## src/rtl/op_sub_pkg.sv

```systemverilog
// op_sub_pkg: shared types and flag/clamp helpers for the serial subtractor
package op_sub_pkg;
  typedef enum logic [1:0] {IDLE, CALC, DONE} state_t;
  // Clamp constant for an n-bit two's-complement result: most negative when neg, else most positive
  function automatic logic [63:0] sat_value(input logic neg, input int n);
    return neg ? (64'd1 << (n - 1)) : ((64'd1 << (n - 1)) - 64'd1);
  endfunction
  // Signed overflow of x + y = r from sign bits; returns {ov, uv}. Subtract passes y = ~b
  function automatic logic [1:0] add_flags(input logic x, input logic y, input logic r);
    return {~x & ~y & r, x & y & ~r};
  endfunction
endpackage

```

## src/rtl/op_sub_digit.sv

```systemverilog
// op_sub_digit: one W-bit slice of a - b computed as a + ~b + carry
module op_sub_digit #(
  parameter int W = 2
) (
  input  logic [W-1:0] a_d,
  input  logic [W-1:0] b_d,
  input  logic         cin,
  output logic [W-1:0] diff_d,
  output logic         cout
);
  assign {cout, diff_d} = {1'b0, a_d} + {1'b0, ~b_d} + {{W{1'b0}}, cin};
endmodule

```

## src/rtl/op_sub_serial.sv

```systemverilog
// op_sub_serial: digit-serial a - b, W bits per clock LSB first, with wrap/saturate and ov/uv flags
module op_sub_serial
  import op_sub_pkg::*;
#(
  parameter int N        = 8,
  parameter int W        = 2,
  parameter int SIGNED   = 0,
  parameter int SATURATE = 0
) (
  input  logic         clk,
  input  logic         rst,
  input  logic         in_valid,
  output logic         in_ready,
  input  logic [N-1:0] a,
  input  logic [N-1:0] b,
  output logic         out_valid,
  input  logic         out_ready,
  output logic [N-1:0] result,
  output logic         ov,
  output logic         uv
);
  localparam int D = (W >= 1) ? N / W : 1;
  localparam int CW = (D > 1) ? $clog2(D) : 1;
  localparam logic [N-1:0] SAT_POS = N'(sat_value(1'b0, N));
  localparam logic [N-1:0] SAT_NEG = N'(sat_value(1'b1, N));

  if (W < 1 || W > N || (N % W) != 0) begin : g_bad_param
    $error("op_sub_serial: W must divide N and satisfy 1 <= W <= N");
  end

  state_t state, state_n;
  logic [CW-1:0] cnt;
  logic [N-1:0] a_sh, b_sh, raw, raw_n, res_n;
  logic a_msb, b_msb, carry, cout, last, ov_n, uv_n;
  logic [W-1:0] diff_d;
  logic [1:0] sflags;

  assign in_ready = state == IDLE;
  assign out_valid = state == DONE;
  assign last = cnt == CW'(D - 1);

  op_sub_digit #(.W(W)) u_digit (
    .a_d   (a_sh[W-1:0]),
    .b_d   (b_sh[W-1:0]),
    .cin   (carry),
    .diff_d(diff_d),
    .cout  (cout)
  );

  // Next-state: accept in IDLE, one digit per CALC edge, hold DONE until the consumer takes it
  always_comb begin
    state_n = state;
    state_n = state == IDLE ? (in_valid ? CALC : IDLE)
            : state == CALC ? (last ? DONE : CALC)
            : (out_ready ? IDLE : DONE);
  end

  // State register
  always_ff @(posedge clk or posedge rst) begin
    if (rst) state <= IDLE;
    else state <= state_n;
  end

  // Final result and flags, valid on the edge that processes the last digit
  always_comb begin
    raw_n = (raw >> W) | (N'(diff_d) << (N - W));
    sflags = add_flags(a_msb, ~b_msb, raw_n[N-1]);
    ov_n = SIGNED != 0 ? sflags[1] : 1'b0;
    uv_n = SIGNED != 0 ? sflags[0] : ~cout;
    res_n = (SATURATE != 0 && ov_n) ? SAT_POS
          : (SATURATE != 0 && uv_n) ? (SIGNED != 0 ? SAT_NEG : '0)
          : raw_n;
  end

  // Operand capture, digit shifting, borrow chain and result registration
  always_ff @(posedge clk or posedge rst) begin
    if (rst) begin
      a_sh <= '0;
      b_sh <= '0;
      a_msb <= 1'b0;
      b_msb <= 1'b0;
      raw <= '0;
      carry <= 1'b0;
      cnt <= '0;
      result <= '0;
      ov <= 1'b0;
      uv <= 1'b0;
    end else if (state == IDLE && in_valid) begin
      a_sh <= a;
      b_sh <= b;
      a_msb <= a[N-1];
      b_msb <= b[N-1];
      raw <= '0;
      carry <= 1'b1;
      cnt <= '0;
    end else if (state == CALC) begin
      a_sh <= a_sh >> W;
      b_sh <= b_sh >> W;
      raw <= raw_n;
      carry <= cout;
      cnt <= last ? '0 : cnt + 1'b1;
      if (last) begin
        result <= res_n;
        ov <= ov_n;
        uv <= uv_n;
      end
    end
  end
endmodule
```

## config.mk

```make
export PLATFORM = sky130hd
export DESIGN_NAME = op_sub_serial
export DESIGN_NICKNAME = d
export VERILOG_FILES = /design/src/rtl/op_sub_pkg.sv /design/src/rtl/op_sub_digit.sv /design/src/rtl/op_sub_serial.sv
export SDC_FILE = /design/constraint.sdc
export NUM_CORES = 1
export LEC_CHECK = 0
export CORE_ASPECT_RATIO = 0.8
export CORE_MARGIN = 3
export CORE_UTILIZATION = 48
export CTS_BUF_LIST = sky130_fd_sc_hd__clkbuf_4 sky130_fd_sc_hd__clkbuf_8
export CTS_CLUSTER_DIAMETER = 40
export DETAILED_ROUTE_END_ITERATION = 6
export HOLD_SLACK_MARGIN = 0.12
export PLACE_DENSITY = 0.77
export SLEW_MARGIN = 5
export SYNTH_ARGS = -nofsm -noshare
export SYNTH_HDL_FRONTEND = slang
export SYNTH_SLANG_ARGS = --single-unit
```

## constraint.sdc

```tcl
create_clock -name clk -period 1.7 [get_ports clk]
set_input_delay 0.255 -clock clk [delete_from_list [all_inputs] [get_ports clk]]
set_output_delay 0.255 -clock clk [all_outputs]
set_load 0.005 [all_outputs]
```

==> impl_metrics.csv, run 1 <==
group,metric,value,unit
status,outcome,"finished, final reports clean",
die,fp.dieW,73.2,µm
die,die_h,59.7,µm
detailed_routing,firstDrtPassIters,4,
job,max_cap_viol_count,0,
cells_and_area,final_nets,197,
yosys,yosys_warnings,0,
setup_path,worstSetupPathType,"register to primary output",
yosys,syn-mean-instance-area,12.5,µm²
setup_path,reg2reg_depth,6,
cells_and_area,mostFrequentLayoutCells,"dfrtp_1 (35), clkdlybuf4s50_1 (29), inv_1 (18)",
setup_path,cp_max_fo,4,
detailed_routing,avgRoutedWirePerCell,15.6,µm
global_route,busiest_layer,"met2",
clock_network,cts_hold_buffers,0,
cells_and_area,n_fill_cell,233,
die,start_util,53.0,%
cells_and_area,regArea,902,µm²
setup_path,cp-end-kind,"primary output",
yosys,muxShareOfSynthArea,7.80,%
clock_network,numClockSinks,36,
clock_network,cts_tree,"built",
yosys,syn_inst,138,
clock_network,clock-root-buffer,"clkbuf_8",
place,io_buffers,30,
clock_network,clk_latency,0.29,ns
yosys,synth_fa_ha_area_share,3.03,%
global_route,grt_pass1_wl,5620,µm
die,rows,18,
yosys,netlist_area,0.00173,mm²
clock_network,cts_buffers,5,
setup_path,cpPeakStageDelay,0.52,ns
setup_path,critPathRequiredTime,1.44,ns
pwr,power_frac_comb,46.8,%
cells_and_area,insertedDiodeCount,0,
worst_hold_path,min-delay-path-class,"primary input to async pin",
yosys,synth_compound_area_share,16.8,%
die,dieArea,0.00437,mm²
place,dp_hpwl,2350,µm
setup_path,crit_arrival,1.40,ns
setup_path,worstPathCellList,"nor2_4 -> clkdlybuf4s50_1",
global_route,track_usage,17.2,%
global_route,grt-ovfl-total,0,
pwr,total_power,4.24,mW
timing,fmax,606,MHz
clock_network,ctsLongestPathBuffers,2,
pwr,internal_power,2.80,mW
timing,setup-tns-final,0,ns
detailed_routing,drc,0,
die,ios,32,
detailed_routing,wirelength,3350,µm
pwr,vdd_drop_max,1.14,mV
global_route,grt_pass1_vias,1171,
timing,holdWs,0.369,ns
cells_and_area,multi_input_area,692,µm²
cells_and_area,areaGrowthSynthToFinish,27.6,%
global_route,grt_use_met3,4.71,%
yosys,yosys.cell_types.count,26,
detailed_routing,vias_per_cell,5.36,
yosys,synth_seq_area_share,52.0,%
global_route,met2_usage,28.5,%
yosys,synth_top_family_by_area,"compound AO/OA/AOI/OAI gates",
cells_and_area,drive_gt1_share,21.1,%
clock_network,htree_levels,2,
timing,min_period,1.65,ns
pwr,leakage,1.03,nW
yosys,ys_ff_latch,36,
timing,setup_viol,0,
detailed_routing,drtIter0Drc,58,
detailed_routing,antenna_left,0,
global_route,grt.met1_usage,22.0,%
timing,fin_crit_sh,97.1,%
timing,hold_viol,0,
global_route,grt_antenna_before_repair,0,
detailed_routing,vias,1153,
place,gp_congestion,0.720,
pwr,switchingPower,1.44,mW
die,core_area,0.00327,mm²
pwr,p_seq_share,35.6,%
setup_path,crit_path_top_delay_cell,"clkdlybuf4s50_1",
yosys,syn_nets,161,
global_route,grt_max_degree,37,
timing,rsz0062_at_grt,"no",
cells_and_area,final_core_util,67.7,%
pwr,p_clk_share,17.6,%
clock_network,cts.clk_slew.worst_paths,0.07,ns
cells_and_area,layout.cells.most_common,"dfrtp_1",
setup_path,startpoint_type,"register",
yosys,synthXorXnorAreaFrac,0,%
timing,drv_slew,0,
yosys,yosys.area_share.simple,11.6,%
pwr,switching_share,33.9,%
timing,clock_skew,0.00474,ns
pwr,p_per_area,1920,mW/mm²
-- final timing paths --
| path | end | startpoint | slack [ns] |
|---|---|---|---|
| max in group asynchronous | state[0] | rst | 0.99 |
| worst min-delay path | result[1] | rst | 0.37 |
| min in group clk | a_sh[7] | a_sh[7] | 0.49 |
| worst min register to register | a_sh[7] | a_sh[7] | 0.49 |
| worst max-delay path | in_ready | state[1] | 0.05 |
| worst max register to register | result[7] | b_sh[0] | 0.10 |
-- Yosys cell counts --
cell	n	area share, %
dfrtp_1	36	52
inv_1	18	3.9
nor3b_1	11	4.8
nor2b_1	10	3.6
mux2_4	9	7.8
a22o_1	8	4.0
nor2_1	8	1.7
a221oi_2	6	5.2
a221oi_1	5	2.5
buf_4	5	2.2
a32o_1	3	1.7
buf_2	3	0.87
buf_6	2	1.3
fa_1	2	2.3
a222oi_1	1	0.58
a22oi_1	1	0.43
clkbuf_1	1	0.22
conb_1	1	0.22
ha_1	1	0.72
nand2_1	1	0.22
nand3b_2	1	0.65
nand4bb_1	1	0.65
o21a_1	1	0.43
o21ai_0	1	0.29
o21bai_4	1	1.1
o311ai_0	1	0.51
-- layer usage --
| layer | wire (µm) | vias to the layer above | share of wire [%] |
|---|---|---|---|
| met4 | 44 | 0 | 1.3 |
| met5 | 0 | - | 0 |
| met1 | 1500 | 562 | 45 |
| met3 | 166 | 6 | 5.0 |
| met2 | 1640 | 32 | 49 |
| li1 | - | 553 | - |
-- area by class of cell --
type | count | area share, %
sequential | 36 | 40.8
inverter | 18 | 3.06
clock inverter | 3 | 1.93
tap | 40 | 2.27
multi-input combinational | 73 | 31.3
clock buffer | 5 | 3.11
timing repair buffer | 40 | 17.5
-- kinds of logic (layout without fill, tap and decap cells) --
kind of cell	after synthesis	after routing
DFF	36	36
and+or+nand+nor	32	32
buffers and inverters	29	66
AOI/OAI and AO/OA	28	28
muxes	9	9
adders and majority gates	3	3
other	1	1
-- power groups by stage --
stage | Combinational (mW) | Sequential [mW] | Clock, mW
floorplan | 1.38 | 1.47 | 0
global placement | 1.90 | 1.49 | 0
detailed placement | 1.96 | 1.52 | 0
CTS | 1.99 | 1.51 | 0.760
global route | 2.20 | 1.57 | 0.777
finish | 1.98 | 1.51 | 0.747
-- critical path, delay by kind of cell, from the launching register on --
| family | cells | cell delay [ns] |
|---|---|---|
| buffers and inverters | 1 | 0.52 |
| flip-flops | 1 | 0.45 |
| AND/OR/NAND/NOR | 1 | 0.14 |
-- stage by stage --
| step | instance area (µm²) | instances | worst slack [ns] |
|---|---|---|---|
| 2_1_floorplan | 1730 | 138 | 0.183 |
| 3_3_place_gp | 2080 | 206 | 0.165 |
| 3_5_place_dp | 2080 | 206 | 0.0985 |
| 4_1_cts | 2200 | 214 | 0.00678 |
| 5_1_grt | 2210 | 215 | 0.0163 |
| 6_report | 2210 | 215 | 0.0488 |
-- state kept, by name, indices dropped and copies added, names as in the netlist --
signal	cells
b_sh	8
result	8
a_sh	8
raw	6
cnt	2
uv	1
state	2
carry	1
-- timing repair --
item                                    CTS  global route
setup buffers                             0             1
endpoints found under the setup margin    1             1
resized for setup                         3             1
cloned                                    0             0
No activity file was read; power rests on OpenSTA's default activity.
==> inputs of run 2 (changes only) <==
Settings changed: SKIP_CTS_REPAIR_TIMING set to 1.
==> run 2 against run 1 <==
- cell area is 0.11% lower
- combinational power hardly changed
- critical path depth is 1 higher
- sequential cell count stayed put
- critical path type unchanged
- highest routed layer unchanged
==> impl_metrics.csv, run 2 (synthesis gave the netlist of run 1 again) <==
group,metric,value,unit
status,outcome,"finished, final reports clean",
timing,min_period,1.66,ns
global_route,grt_antenna_before_repair,0,
setup_path,crit_arrival,1.40,ns
die,core_area,0.00327,mm²
global_route,grt_pass1_vias,1168,
die,start_util,53.0,%
die,die_h,59.7,µm
pwr,vdd_drop_max,1.13,mV
place,io_buffers,30,
detailed_routing,vias_per_cell,5.40,
detailed_routing,firstDrtPassIters,4,
global_route,grt_pass1_wl,5580,µm
die,ios,32,
detailed_routing,drc,0,
place,dp_hpwl,2350,µm
cells_and_area,layout.cells.most_common,"dfrtp_1",
worst_hold_path,min-delay-path-class,"primary input to async pin",
timing,drv_slew,0,
cells_and_area,drive_gt1_share,21.3,%
timing,hold_viol,0,
clock_network,clock-root-buffer,"clkbuf_8",
pwr,leakage,1.03,nW
timing,setup_viol,0,
pwr,total_power,4.22,mW
detailed_routing,avgRoutedWirePerCell,15.6,µm
setup_path,startpoint_type,"register",
global_route,track_usage,17.0,%
cells_and_area,final_nets,196,
timing,fmax,603,MHz
die,fp.dieW,73.2,µm
cells_and_area,design_area,0.00221,mm²
cells_and_area,areaGrowthSynthToFinish,27.5,%
place,detailed_place.area,0.00208,mm²
global_route,grt_max_degree,37,
clock_network,clk_latency,0.29,ns
timing,fin_ws,0.0412,ns
setup_path,cp_max_fo,4,
timing,clock_skew,0.00608,ns
place,gp_congestion,0.720,
die,rows,18,
setup_path,cp-end-kind,"primary output",
clock_network,cts_buffers,5,
pwr,p_per_area,1910,mW/mm²
cells_and_area,largestRegisters,"a_sh: 8 flops, b_sh: 8 flops, result: 8 flops",
clock_network,cts_tree,"built",
cells_and_area,mostFrequentLayoutCells,"dfrtp_1 (34), clkdlybuf4s50_1 (29), inv_1 (18)",
die,dieArea,0.00437,mm²
job,max_cap_viol_count,0,
cells_and_area,insertedDiodeCount,0,
setup_path,critPathRequiredTime,1.44,ns
timing,rsz0062_at_grt,"no",
timing,fin_crit_sh,97.6,%
detailed_routing,antenna_left,0,
clock_network,numClockSinks,36,
detailed_routing,drtIter0Drc,72,
clock_network,ctsLongestPathBuffers,2,
global_route,grt-ovfl-total,0,
place,pre_cts_slack,0.0985,ns
clock_network,cts.clk_slew.worst_paths,0.08,ns
detailed_routing,wirelength,3340,µm
clock_network,htree_levels,2,
setup_path,worstSetupPathType,"register to primary output",
timing,setup-tns-final,0,ns
detailed_routing,vias,1156,
## run 2: changes by cell type in the layout (fill, tap and decap cells not counted)
cell / change
buf_4: -1
dfrtp_1: -1
dfrtp_2: +1
dlygate4sd2_1: -1
dlymetal6s2s_1: +1
## run 2: metal layers
layer / routed length (µm) / GRT usage [%] / part of all wire, % / up-vias
met4: 48 / 5.53 / 1.4 / 0
met5: 0 / 0 / 0 / -
li1: - / - / - / 550
met3: 153 / 4.71 / 4.6 / 8
met2: 1640 / 28.0 / 49 / 34
met1: 1500 / 21.9 / 45 / 564
## run 2: power by group
| group | switching [mW] | internal, mW |
|---|---|---|
| Clock | 0.315 | 0.434 |
| Sequential | 0.252 | 1.27 |
| Combinational | 0.868 | 1.09 |
## run 2: critical path: stages, from the launching register on
cell	delay (ns)
dfrtp_2	0.42
inv_1	0.08
nor2_1	0.10
clkdlybuf4s50_1	0.51
## run 2: worst paths after layout
| check | cells past startpoint | slack, ns | startpoint | end |
|---|---|---|---|---|
| min | 3 | 0.37 | rst | result[1] |
| max | 3 | 0.04 | state[1] | out_valid |
| max in group asynchronous | 3 | 0.99 | rst | state[0] |
| min in group clk | 1 | 0.49 | a_sh[7] | a_sh[7] |
| min reg2reg | 1 | 0.49 | a_sh[7] | a_sh[7] |
| max reg2reg | 6 | 0.10 | b_sh[0] | result[7] |
## run 2: through the flow
step / std cells / hold WS, ns / util (%)
after floorplan: 138 / 0.351 / -
after global placement: 206 / 0.478 / 63.8
after detailed placement: 206 / 0.484 / 63.8
after CTS: 214 / 0.387 / 67.2
after global routing: 214 / 0.419 / 67.6
final: 214 / 0.367 / 67.6
## run 2: area by class of cell
cell class | count | area (µm²)
well taps | 40 | 50.0
inverters | 18 | 67.6
flip-flops and latches | 36 | 903
clock buffers | 5 | 68.8
multi-input cells | 73 | 692
clock inverters | 3 | 42.5
fillers | 232 | 1060
repair buffers | 39 | 383
==> inputs of run 3 (changes only) <==
Settings changed: CORE_MARGIN 3 to 4, PLACE_DENSITY 0.77 to 0.79.
==> run 3 against run 2 <==
- total power is 1.5% lower
- worst setup slack better by 0.055 ns
- highest routed layer unchanged
- clock skew is 0.0011 ns lower
- largest power group unchanged
- sequential share of layout area stayed put
- fmax is 3.4% higher
==> impl_metrics.csv, run 3 (synthesis gave the netlist of run 1 again) <==
group,metric,value,unit
clock_network,htree_levels,2,
place,dp_hpwl,2220,µm
timing,drv_slew,0,
cells_and_area,areaGrowthSynthToFinish,27.5,%
detailed_routing,vias_per_cell,5.28,
detailed_routing,vias,1145,
clock_network,cts.clk_slew.worst_paths,0.07,ns
pwr,switchingPower,1.38,mW
timing,slew_headroom,56.0,%
die,start_util,50.2,%
cells_and_area,final_nets,197,
timing,worst_pin_slew,0.659,ns
detailed_routing,firstDrtPassIters,4,
die,die_h,61.7,µm
cells_and_area,regArea,903,µm²
pwr,p_per_area,1880,mW/mm²
clock_network,cts_buffers,5,
cells_and_area,largestRegisters,"a_sh: 8 flops, b_sh: 8 flops, result: 8 flops",
setup_path,cp-end-kind,"register",
pwr,leakage,1.05,nW
clock_network,numClockSinks,36,
cells_and_area,insertedDiodeCount,0,
place,io_buffers,30,
setup_path,worstSetupPathType,"register to register",
clock_network,cts_tree,"built",
detailed_routing,antenna_left,0,
timing,setup_viol,0,
cells_and_area,multi_input_area,692,µm²
setup_path,cp_max_fo,24,
die,fp.dieW,75.2,µm
pwr,switching_share,33.3,%
die,rows,19,
die,dieArea,0.00464,mm²
timing,clock_skew,0.00494,ns
pwr,p_clk_share,18.2,%
cells_and_area,layout.cells.most_common,"dfrtp_1",
pwr,vdd_drop_max,1.07,mV
worst_hold_path,min-delay-path-class,"primary input to async pin",
timing,hold_viol,0,
global_route,grt-ovfl-total,0,
cells_and_area,drive_gt1_share,21.7,%
global_route,grt_pass1_wl,5270,µm
pwr,internal_power,2.77,mW
timing,setup-tns-final,0,ns
global_route,grt_pass1_vias,1115,
clock_network,clk_latency,0.29,ns
place,detailed_place.area,0.00207,mm²
timing,fin_crit_sh,94.3,%
setup_path,critPathRequiredTime,1.88,ns
pwr,p_seq_share,36.7,%
global_route,track_usage,15.7,%
setup_path,startpoint_type,"register",
timing,fmax,624,MHz
detailed_routing,drc,0,
clock_network,clock-root-buffer,"clkbuf_8",
detailed_routing,drtIter0Drc,35,
timing,min_period,1.60,ns
detailed_routing,avgRoutedWirePerCell,14.5,µm
die,core_area,0.00345,mm²
setup_path,crit_arrival,1.78,ns
cells_and_area,design_area,0.00221,mm²
cells_and_area,mostFrequentLayoutCells,"dfrtp_1 (34), clkdlybuf4s50_1 (28), inv_1 (18)",
detailed_routing,wirelength,3150,µm
global_route,grt_max_degree,37,
job,max_cap_viol_count,0,
global_route,grt_antenna_before_repair,0,
place,gp_congestion,0.720,
die,ios,32,
clock_network,ctsLongestPathBuffers,2,
status,outcome,"finished, final reports clean",
pwr,power_frac_comb,45.1,%
cells_and_area,n_fill_cell,262,
timing,rsz0062_at_grt,"no",
-- run 3: cell types whose count changed in the layout (fill, tap and decap cells not counted), sizes merged --
| cell | delta |
|---|---|
| clkbuf | +1 |
| clkdlybuf4s50 | -1 |
| buf | +1 |
| dlymetal6s2s | +1 |
| clkinvlp | -1 |
-- run 3: path summary, 6_finish.rpt --
check | from | end | slack [ns] | depth (start not counted)
max in group asynchronous | rst | state[1] | 1.01 | 3
hold reg to reg | a_sh[7] | a_sh[7] | 0.50 | 1
setup / recovery | state[1] | b_sh[5] | 0.1 | 4
min in group clk | a_sh[7] | a_sh[7] | 0.50 | 1
hold / removal | rst | result[1] | 0.36 | 3
setup reg to reg | state[1] | b_sh[5] | 0.1 | 4
-- run 3: area by class of cell --
cell class	count	area share, %
Multi-Input combinational cell	73	31.3
Inverter	18	3.06
Clock buffer	6	3.46
Timing Repair Buffer	40	17.2
Sequential cell	36	40.9
Tap cell	42	2.38
Clock inverter	2	1.59
-- run 3: metal layers --
layer | wire length (µm) | share of wire (%) | global-route usage [%]
met5 | 0 | 0 | 0
met3 | 185 | 5.9 | 4.50
met4 | 57 | 1.8 | 7.48
met2 | 1450 | 46 | 24.8
met1 | 1450 | 46 | 20.0
-- run 3: metrics by stage --
step | setup slack (ns) | util [%] | power (mW) | hold slack (ns) | cells
floorplan | 0.183 | - | 2.85 | 0.351 | 138
global placement | 0.0404 | 60.1 | 3.33 | 0.478 | 208
detailed placement | -0.00698 | 60.1 | 3.41 | 0.485 | 208
CTS | -0.0669 | 63.4 | 4.16 | 0.369 | 216
global route | 0.0236 | 64.0 | 4.47 | 0.407 | 217
finish | 0.0964 | 64.0 | 4.16 | 0.356 | 217
-- run 3: worst max-delay path, stage by stage (launching register included) --
cell	delay, ns
dfrtp_2	0.45
buf_4	0.15
buf_4	0.15
o21bai_4	0.32
a222oi_1	0.40
-- run 3: power groups by stage --
stage	Sequential (mW)	Combinational (mW)	Clock (mW)
global route	1.58	2.08	0.804
finish	1.53	1.88	0.756
global placement	1.50	1.82	0
detailed placement	1.53	1.88	0
CTS	1.52	1.88	0.766
floorplan	1.47	1.38	0
